==> config.mk <==
export PLATFORM = sky130hd
export DESIGN_NAME = bus_arbiter_flat
export DESIGN_NICKNAME = d
export VERILOG_FILES = /design/src/rtl/bus_arbiter_if.sv /design/src/rtl/bus_arbiter.sv /design/src/flat_wrapper.sv
export SDC_FILE = /design/constraint.sdc
export NUM_CORES = 1
export LEC_CHECK = 0
export CAP_MARGIN = 20
export CORE_UTILIZATION = 37
export CTS_CLUSTER_SIZE = 12
export DETAILED_ROUTE_END_ITERATION = 10
export PLACE_DENSITY = 0.77
export SLEW_MARGIN = 10
export SYNTH_ARGS = -nofsm -noshare
export SYNTH_HDL_FRONTEND = slang
export SYNTH_SLANG_ARGS = --single-unit
==> constraint.sdc <==
create_clock -name clk -period 1.91 [get_ports clk]
set_input_delay 0.2865 -clock clk [delete_from_list [all_inputs] [get_ports clk]]
set_output_delay 0.2865 -clock clk [all_outputs]
set_load 0.005 [all_outputs]
==> src/rtl/bus_arbiter_if.sv <==
// Bundle of the fetch port, data port and shared-bus signals around bus_arbiter.
// The master view belongs to the arbiter, which drives the shared bus.
// The slave view belongs to the cores and the bus on the other side.
interface bus_arbiter_if;
  logic        i_read_req;
  logic        i_read_w;
  logic        i_read_hw;
  logic [31:0] i_read_adr;
  logic        i_read_valid;
  logic [31:0] i_read_data;

  logic        d_req;
  logic        d_we;
  logic        d_w;
  logic        d_hw;
  logic [31:0] d_adr;
  logic [31:0] d_wdata;
  logic        d_valid;
  logic [31:0] d_rdata;

  logic        m_req;
  logic        m_we;
  logic        m_w;
  logic        m_hw;
  logic [31:0] m_adr;
  logic [31:0] m_wdata;
  logic        m_valid;
  logic [31:0] m_rdata;

  logic        bus_err;

  modport master (
    input  i_read_req, i_read_w, i_read_hw, i_read_adr,
    output i_read_valid, i_read_data,
    input  d_req, d_we, d_w, d_hw, d_adr, d_wdata,
    output d_valid, d_rdata,
    output m_req, m_we, m_w, m_hw, m_adr, m_wdata,
    input  m_valid, m_rdata,
    output bus_err
  );

  modport slave (
    output i_read_req, i_read_w, i_read_hw, i_read_adr,
    input  i_read_valid, i_read_data,
    output d_req, d_we, d_w, d_hw, d_adr, d_wdata,
    input  d_valid, d_rdata,
    input  m_req, m_we, m_w, m_hw, m_adr, m_wdata,
    output m_valid, m_rdata,
    input  bus_err
  );
endinterface

==> src/rtl/bus_arbiter.sv <==
// Two-port round-robin arbiter: the instruction fetch port and the data port share
// one bus. Only one bus transaction is ever outstanding. A response that never
// arrives is closed by a timeout, which returns a NOP word and pulses bus_err.
//
// state  | meaning
// IDLE   | no transaction outstanding; issue m_req if a port is pending
// I_WAIT | fetch transaction outstanding, waiting for m_valid or timeout
// D_WAIT | data transaction outstanding, waiting for m_valid or timeout
module bus_arbiter #(
  parameter logic [7:0] TMO_CYC = 8'd255
) (
  input logic           clk,
  input logic           rst_n,
  bus_arbiter_if.master bus
);
  typedef enum logic [1:0] {IDLE = 2'd0, I_WAIT = 2'd1, D_WAIT = 2'd2} state_t;

  // Instruction word returned on a timeout (RISC-V NOP).
  localparam logic [31:0] TMO_DATA = 32'h0000_0013;

  state_t      state, state_nxt;
  logic        i_pend, d_pend;
  logic        last_d;
  logic [7:0]  tmo_cnt;

  logic        i_w_q, i_hw_q;
  logic [31:0] i_adr_q;
  logic        d_we_q, d_w_q, d_hw_q;
  logic [31:0] d_adr_q, d_wdata_q;

  logic        grant_i, grant_d, tmo_hit, wait_done, i_cap, d_cap;
  logic        m_req, m_we, m_w, m_hw;
  logic [31:0] m_adr, m_wdata, resp_data;
  logic        i_valid, d_valid, bus_err;
  logic [31:0] i_data, d_data;

  // A request is dropped while its port is pending or in flight. The one
  // exception is the completion cycle, so back-to-back requests are not lost.
  assign i_cap = bus.i_read_req && !i_pend && !(state == I_WAIT && !wait_done);
  assign d_cap = bus.d_req && !d_pend && !(state == D_WAIT && !wait_done);

  // State register.
  always_ff @(posedge clk or negedge rst_n) begin
    if (!rst_n) state <= IDLE;
    else        state <= state_nxt;
  end

  // Grant selection, bus drive, response routing and timeout detection.
  always_comb begin
    state_nxt = state;
    grant_i   = 1'b0;
    grant_d   = 1'b0;
    tmo_hit   = 1'b0;
    wait_done = 1'b0;
    m_req     = 1'b0;
    m_we      = 1'b0;
    m_w       = 1'b0;
    m_hw      = 1'b0;
    m_adr     = '0;
    m_wdata   = '0;
    i_valid   = 1'b0;
    i_data    = '0;
    d_valid   = 1'b0;
    d_data    = '0;
    bus_err   = 1'b0;
    resp_data = bus.m_valid ? bus.m_rdata : TMO_DATA;
    case (state)
      IDLE: begin
        // Data wins a tie unless data was the last port granted.
        if (d_pend && (!i_pend || !last_d)) begin
          grant_d   = 1'b1;
          m_req     = 1'b1;
          m_we      = d_we_q;
          m_w       = d_w_q;
          m_hw      = d_hw_q;
          m_adr     = d_adr_q;
          m_wdata   = d_wdata_q;
          state_nxt = D_WAIT;
        end else if (i_pend) begin
          grant_i   = 1'b1;
          m_req     = 1'b1;
          m_w       = i_w_q;
          m_hw      = i_hw_q;
          m_adr     = i_adr_q;
          state_nxt = I_WAIT;
        end
      end
      I_WAIT, D_WAIT: begin
        // A real response in the last allowed cycle beats the timeout.
        tmo_hit   = !bus.m_valid && (tmo_cnt == TMO_CYC - 8'd1);
        wait_done = bus.m_valid || tmo_hit;
        bus_err   = tmo_hit;
        if (wait_done) begin
          state_nxt = IDLE;
          if (state == I_WAIT) begin
            i_valid = 1'b1;
            i_data  = resp_data;
          end else begin
            d_valid = 1'b1;
            d_data  = resp_data;
          end
        end
      end
      default: state_nxt = IDLE;
    endcase
  end

  // Pend flags, captured request fields, round-robin history and wait counter.
  always_ff @(posedge clk or negedge rst_n) begin
    if (!rst_n) begin
      i_pend    <= 1'b0;
      d_pend    <= 1'b0;
      last_d    <= 1'b0;
      tmo_cnt   <= '0;
      i_w_q     <= 1'b0;
      i_hw_q    <= 1'b0;
      i_adr_q   <= '0;
      d_we_q    <= 1'b0;
      d_w_q     <= 1'b0;
      d_hw_q    <= 1'b0;
      d_adr_q   <= '0;
      d_wdata_q <= '0;
    end else begin
      if (grant_i)    i_pend <= 1'b0;
      else if (i_cap) i_pend <= 1'b1;
      if (grant_d)    d_pend <= 1'b0;
      else if (d_cap) d_pend <= 1'b1;

      if (i_cap) begin
        i_w_q   <= bus.i_read_w;
        i_hw_q  <= bus.i_read_hw;
        i_adr_q <= bus.i_read_adr;
      end
      if (d_cap) begin
        d_we_q    <= bus.d_we;
        d_w_q     <= bus.d_w;
        d_hw_q    <= bus.d_hw;
        d_adr_q   <= bus.d_adr;
        d_wdata_q <= bus.d_wdata;
      end

      if (grant_i)      last_d <= 1'b0;
      else if (grant_d) last_d <= 1'b1;

      if (grant_i || grant_d)                 tmo_cnt <= '0;
      else if (state != IDLE && !bus.m_valid) tmo_cnt <= tmo_cnt + 8'd1;
    end
  end

  assign bus.m_req        = m_req;
  assign bus.m_we         = m_we;
  assign bus.m_w          = m_w;
  assign bus.m_hw         = m_hw;
  assign bus.m_adr        = m_adr;
  assign bus.m_wdata      = m_wdata;
  assign bus.i_read_valid = i_valid;
  assign bus.i_read_data  = i_data;
  assign bus.d_valid      = d_valid;
  assign bus.d_rdata      = d_data;
  assign bus.bus_err      = bus_err;
endmodule

==> src/flat_wrapper.sv <==
// flat-port wrapper written by rule: the top's interface ports become plain ports
module bus_arbiter_flat 
#(
  parameter logic [7:0] TMO_CYC = 8'd255
)
  (clk, rst_n, bus_i_read_req, bus_i_read_w, bus_i_read_hw, bus_i_read_adr, bus_i_read_valid, bus_i_read_data, bus_d_req, bus_d_we, bus_d_w, bus_d_hw, bus_d_adr, bus_d_wdata, bus_d_valid, bus_d_rdata, bus_m_req, bus_m_we, bus_m_w, bus_m_hw, bus_m_adr, bus_m_wdata, bus_m_valid, bus_m_rdata, bus_bus_err);
  bus_arbiter_if bus_i ();
  input logic clk;
  input logic rst_n;
  input wire logic [$bits(bus_i.i_read_req)-1:0] bus_i_read_req;
  input wire logic [$bits(bus_i.i_read_w)-1:0] bus_i_read_w;
  input wire logic [$bits(bus_i.i_read_hw)-1:0] bus_i_read_hw;
  input wire logic [$bits(bus_i.i_read_adr)-1:0] bus_i_read_adr;
  output wire logic [$bits(bus_i.i_read_valid)-1:0] bus_i_read_valid;
  output wire logic [$bits(bus_i.i_read_data)-1:0] bus_i_read_data;
  input wire logic [$bits(bus_i.d_req)-1:0] bus_d_req;
  input wire logic [$bits(bus_i.d_we)-1:0] bus_d_we;
  input wire logic [$bits(bus_i.d_w)-1:0] bus_d_w;
  input wire logic [$bits(bus_i.d_hw)-1:0] bus_d_hw;
  input wire logic [$bits(bus_i.d_adr)-1:0] bus_d_adr;
  input wire logic [$bits(bus_i.d_wdata)-1:0] bus_d_wdata;
  output wire logic [$bits(bus_i.d_valid)-1:0] bus_d_valid;
  output wire logic [$bits(bus_i.d_rdata)-1:0] bus_d_rdata;
  output wire logic [$bits(bus_i.m_req)-1:0] bus_m_req;
  output wire logic [$bits(bus_i.m_we)-1:0] bus_m_we;
  output wire logic [$bits(bus_i.m_w)-1:0] bus_m_w;
  output wire logic [$bits(bus_i.m_hw)-1:0] bus_m_hw;
  output wire logic [$bits(bus_i.m_adr)-1:0] bus_m_adr;
  output wire logic [$bits(bus_i.m_wdata)-1:0] bus_m_wdata;
  input wire logic [$bits(bus_i.m_valid)-1:0] bus_m_valid;
  input wire logic [$bits(bus_i.m_rdata)-1:0] bus_m_rdata;
  output wire logic [$bits(bus_i.bus_err)-1:0] bus_bus_err;
  assign bus_i.i_read_req = bus_i_read_req;
  assign bus_i.i_read_w = bus_i_read_w;
  assign bus_i.i_read_hw = bus_i_read_hw;
  assign bus_i.i_read_adr = bus_i_read_adr;
  assign bus_i_read_valid = bus_i.i_read_valid;
  assign bus_i_read_data = bus_i.i_read_data;
  assign bus_i.d_req = bus_d_req;
  assign bus_i.d_we = bus_d_we;
  assign bus_i.d_w = bus_d_w;
  assign bus_i.d_hw = bus_d_hw;
  assign bus_i.d_adr = bus_d_adr;
  assign bus_i.d_wdata = bus_d_wdata;
  assign bus_d_valid = bus_i.d_valid;
  assign bus_d_rdata = bus_i.d_rdata;
  assign bus_m_req = bus_i.m_req;
  assign bus_m_we = bus_i.m_we;
  assign bus_m_w = bus_i.m_w;
  assign bus_m_hw = bus_i.m_hw;
  assign bus_m_adr = bus_i.m_adr;
  assign bus_m_wdata = bus_i.m_wdata;
  assign bus_i.m_valid = bus_m_valid;
  assign bus_i.m_rdata = bus_m_rdata;
  assign bus_bus_err = bus_i.bus_err;
  bus_arbiter #(.TMO_CYC(TMO_CYC)) u_core (.clk(clk), .rst_n(rst_n), .bus(bus_i));
endmodule
==> results.md, run 1 <==
- # port buffers: 272
- Startpoint types: register
- Headroom to the max-slew limit: 75.4%
- CP delay by family, top: buffers and inverters
- Max-slew violations: 0
- Register bit total from synthesis: 114
- Post-DP HPWL: 12700 µm
- CTS clk-pin slew, worst paths: 0.05 ns
- Tot GR Track Use: 25.5%
- Placer Congestion: 0.981
- DRC violations left: 18
- Vias per cell: 5.28
- Status: complete, but fails checks
- Final Cycle Share: 124%
- CP max stage delay: 0.39 ns
- Initial antenna violation count: 1
- Setup CP Type: reg -> out
- Std cell rows: 44
- CTS tree: done
- Final WL: 23100 µm
- R2r endpoint: u_core.i_adr_q[21]
- Share of the core filled with cells: 75.2%
- Cell area after synthesis: 5600 µm²
- Setup_tns: -56.75 ns
- Number of max-cap violations: 0
- Fin Clk Skew: 0.0102 ns
- Nets: 998
- Yosys top cell area share: 50.9%
- Max FO, Critical Path: 5
- Clock tree buffer depth: 2
- Peak VDD IR: 0.00115 V
- Syn_area_per_cell: 11.6 µm²
- Crit path time final: 2.36 ns
- CTS HTree Levels: 4
- RSZ-0062 raised after global routing: true
- Core ar.: 14600 µm²
- Critical path cell sequence: inv_2 -> buf_4 -> buf_6 -> ha_4 -> inv_4 -> nand2_8 -> buf_12 -> buf_12 -> buf_12 -> a21oi_2 -> buf_2
- WL per Instance: 21.9 µm
- Initial core utilization: 38.2%
- Fillers: 965
- CP Capture Type: primary output
- Data required time at the worst endpoint: 1.62 ns
- Worst-Margin Slew: 0.368 ns
- Sink Count: 114
- Layout area overhead: 96.6%
- # IOs: 273
- Yosys top cell by area: dfrtp_1
- Pleak: 0.00519 µW
- DIE AREA: 15600 µm²
- Number of synthesized flops with an enable pin: 0
- Dpl ws: -0.326 ns
- Synth Net Count: 625
- Failing checks: DRC, setup timing
- Most frequent CP cell: buf_12
- Final hold violations: 0
- Sequential fraction of the synthesis area: 50.9%
- Reg-to-Reg Start: u_core.state[1]
- Final worst slack: -0.451 ns
- Vias in the first global route: 5488
- Total CTS buffers: 17
- Root Buffer: clkbuf_16
- Placed cell area: 8800 µm²
- PwrDens: 1700 nW/µm²
- Yosys warning count: 0
- First-pass GRT wire length: 30500 µm
- Dominant cells by area after synthesis: dfrtp_1, mux2_2, mux2_4
- Die height: 125 µm
- Reg2reg path depth: 11
- First-pass iteration count of the detailed router: 8
- Worst hold path class: in -> async
- Width of the die: 125 µm
- Fmax: 423 MHz
- R2r setup slk: -0.27 ns
- Share of cells above drive strength 1: 54.8%
- Via Count: 5565
- Largest net degree at the start of global routing: 59
- Distinct cells, synth: 32
- Primary FF master, synth: dfrtp_1
- Antenna-violating nets left: 0
- Data arrival time of the critical path: 2.07 ns
- Finished Cell Area: 11000 µm²
- Hold_ws: 0.251 ns
- Crit path buf inv count: 8
- Setup violators final: 235
- Ys async rst share: 100%
- Cells after Synth: 482
- Detailed Route Iter0 Violations: 421
- Total gr overflow: 0
- Crit path max-delay cell type: dfrtp_1
- Worst skew pair latency: 0.41 ns
-- registers in the layout, summed over array words and instances (netlist names), 2 cells and up --
name,cells
u_core.state,2
u_core.d_adr_q,32
u_core.d_wdata_q,32
u_core.tmo_cnt,8
u_core.i_adr_q,32
-- metal layers --
| metal | part of all wire, % | up-vias | GRT usage (%) |
|---|---|---|---|
| met3 | 6.5 | 41 | 8.04 |
| met4 | 2.2 | 0 | 9.76 |
| met1 | 40 | 2813 | 31.0 |
| met2 | 51 | 278 | 42.3 |
| li1 | - | 2433 | - |
| met5 | 0 | - | 0 |
-- final cells by class --
type / count / area, µm² / area share (%)
flip-flops and latches: 114 / 2850 / 25.9
multi-input cells: 329 / 3270 / 29.7
inverters: 9 / 36.3 / 0.330
clock buffers: 23 / 478 / 4.34
repair buffers: 384 / 3960 / 36.0
well taps: 184 / 230 / 2.09
diodes: 1 / 2.50 / 0.0227
clock inverters: 9 / 176 / 1.60
-- synthesized netlist by cell type, types with 2 or more instances --
library cell / count
mux2_2: 70
inv_1: 9
and3_1: 2
clkbuf_1: 17
o31ai_1: 3
nor2_1: 65
and2_1: 33
o21ai_0: 10
nand2_1: 47
buf_1: 2
ha_1: 5
buf_6: 7
dfrtp_1: 114
mux2_4: 30
nand4_1: 2
nand3_1: 4
a21oi_1: 10
buf_2: 4
o211ai_1: 2
a22o_1: 34
-- cell usage in the layout, fill, tap and decap left out, types with 5 or more instances in the layout --
master           synthesis  layout
clkdlybuf4s50_1          0     136
nor2_1                  65       6
a21oi_2                  0       6
buf_4                    0      32
and2_4                   0      17
clkdlybuf4s15_2          0       8
buf_12                   0      24
bufinv_16                0       5
clkbuf_2                 0       6
dfrtp_1                114     114
nand2_1                 47      41
buf_8                    0       5
clkbuf_16                0      29
mux2_2                  70      34
nor2_4                   1      49
inv_1                    9       6
buf_6                    7      53
buf_2                    4      93
a22o_1                  34      34
nor2_2                   1      12
and2_1                  33      16
o21ai_0                 10       8
buf_16                   0      10
mux2_4                  30      67
-- report_power, final --
| group | internal [µW] | total (µW) | switching [µW] |
|---|---|---|---|
| clock | 2420 | 3520 | 1100 |
| sequential | 3600 | 4330 | 727 |
| combinational | 6610 | 10900 | 4300 |
-- cells by family (layout without fill, tap and decap cells) --
logic type | count (synthesis) | count (layout) | share of synthesized area, %
compound gates | 65 | 65 | 9.03
other cells | 0 | 1 | 0
fa+ha+maj | 5 | 5 | 1.12
simple gates | 157 | 157 | 12.8
xor+xnor | 1 | 1 | 0.156
flops | 114 | 114 | 50.9
buf+inv | 39 | 425 | 3.64
mux | 101 | 101 | 22.3
-- worst max-delay path by stage --
stage                    start              endpoint  cells after the start
6_report       u_core.state[1]        bus_d_rdata[4]                     11
5_1_grt        u_core.state[0]         bus_m_adr[25]                     10
4_1_cts        u_core.state[0]         bus_m_adr[19]                     11
3_5_place_dp   u_core.state[0]         bus_m_adr[31]                      7
3_3_place_gp       bus_m_valid  u_core.d_wdata_q[26]                      7
2_1_floorplan  u_core.state[0]       bus_m_wdata[12]                      7
-- stage by stage --
| step | instances | power (µW) |
|---|---|---|
| after floorplan | 482 | 7620 |
| after global placement | 946 | 11100 |
| after detailed placement | 946 | 11300 |
| after CTS | 1024 | 16800 |
| after global routing | 1053 | 19500 |
| final | 1053 | 18800 |
-- repair_timing --
| action | 4_1_cts | 5_1_grt |
|---|---|---|
| resized for setup | 577 | 230 |
| hold endpoints to repair | 114 | 0 |
| endpoints found under the setup margin | 236 | 236 |
| gates cloned | 12 | 16 |
| setup buffers | 35 | 22 |
| pin swaps | 39 | 46 |
| hold buffers | 1 | 0 |
-- worst reg2reg max path, cell delays in order (launching register included) --
cell and delay [ns]:
dfrtp_1 0.41, inv_2 0.10, buf_4 0.12, buf_6 0.10, ha_4 0.15, inv_4 0.05, buf_4 0.14, o311ai_4 0.21
buf_6 0.22, buf_4 0.15, buf_8 0.12, mux2_4 0.30
Note: power is estimated with default switching activity, not from simulation.
==> inputs of run 2 (changes only) <==
Settings changed: GPL_ROUTABILITY_DRIVEN from default to 0.
==> results of run 2 <==
No change in the layout: final DEF, timing and power equal those of run 1.
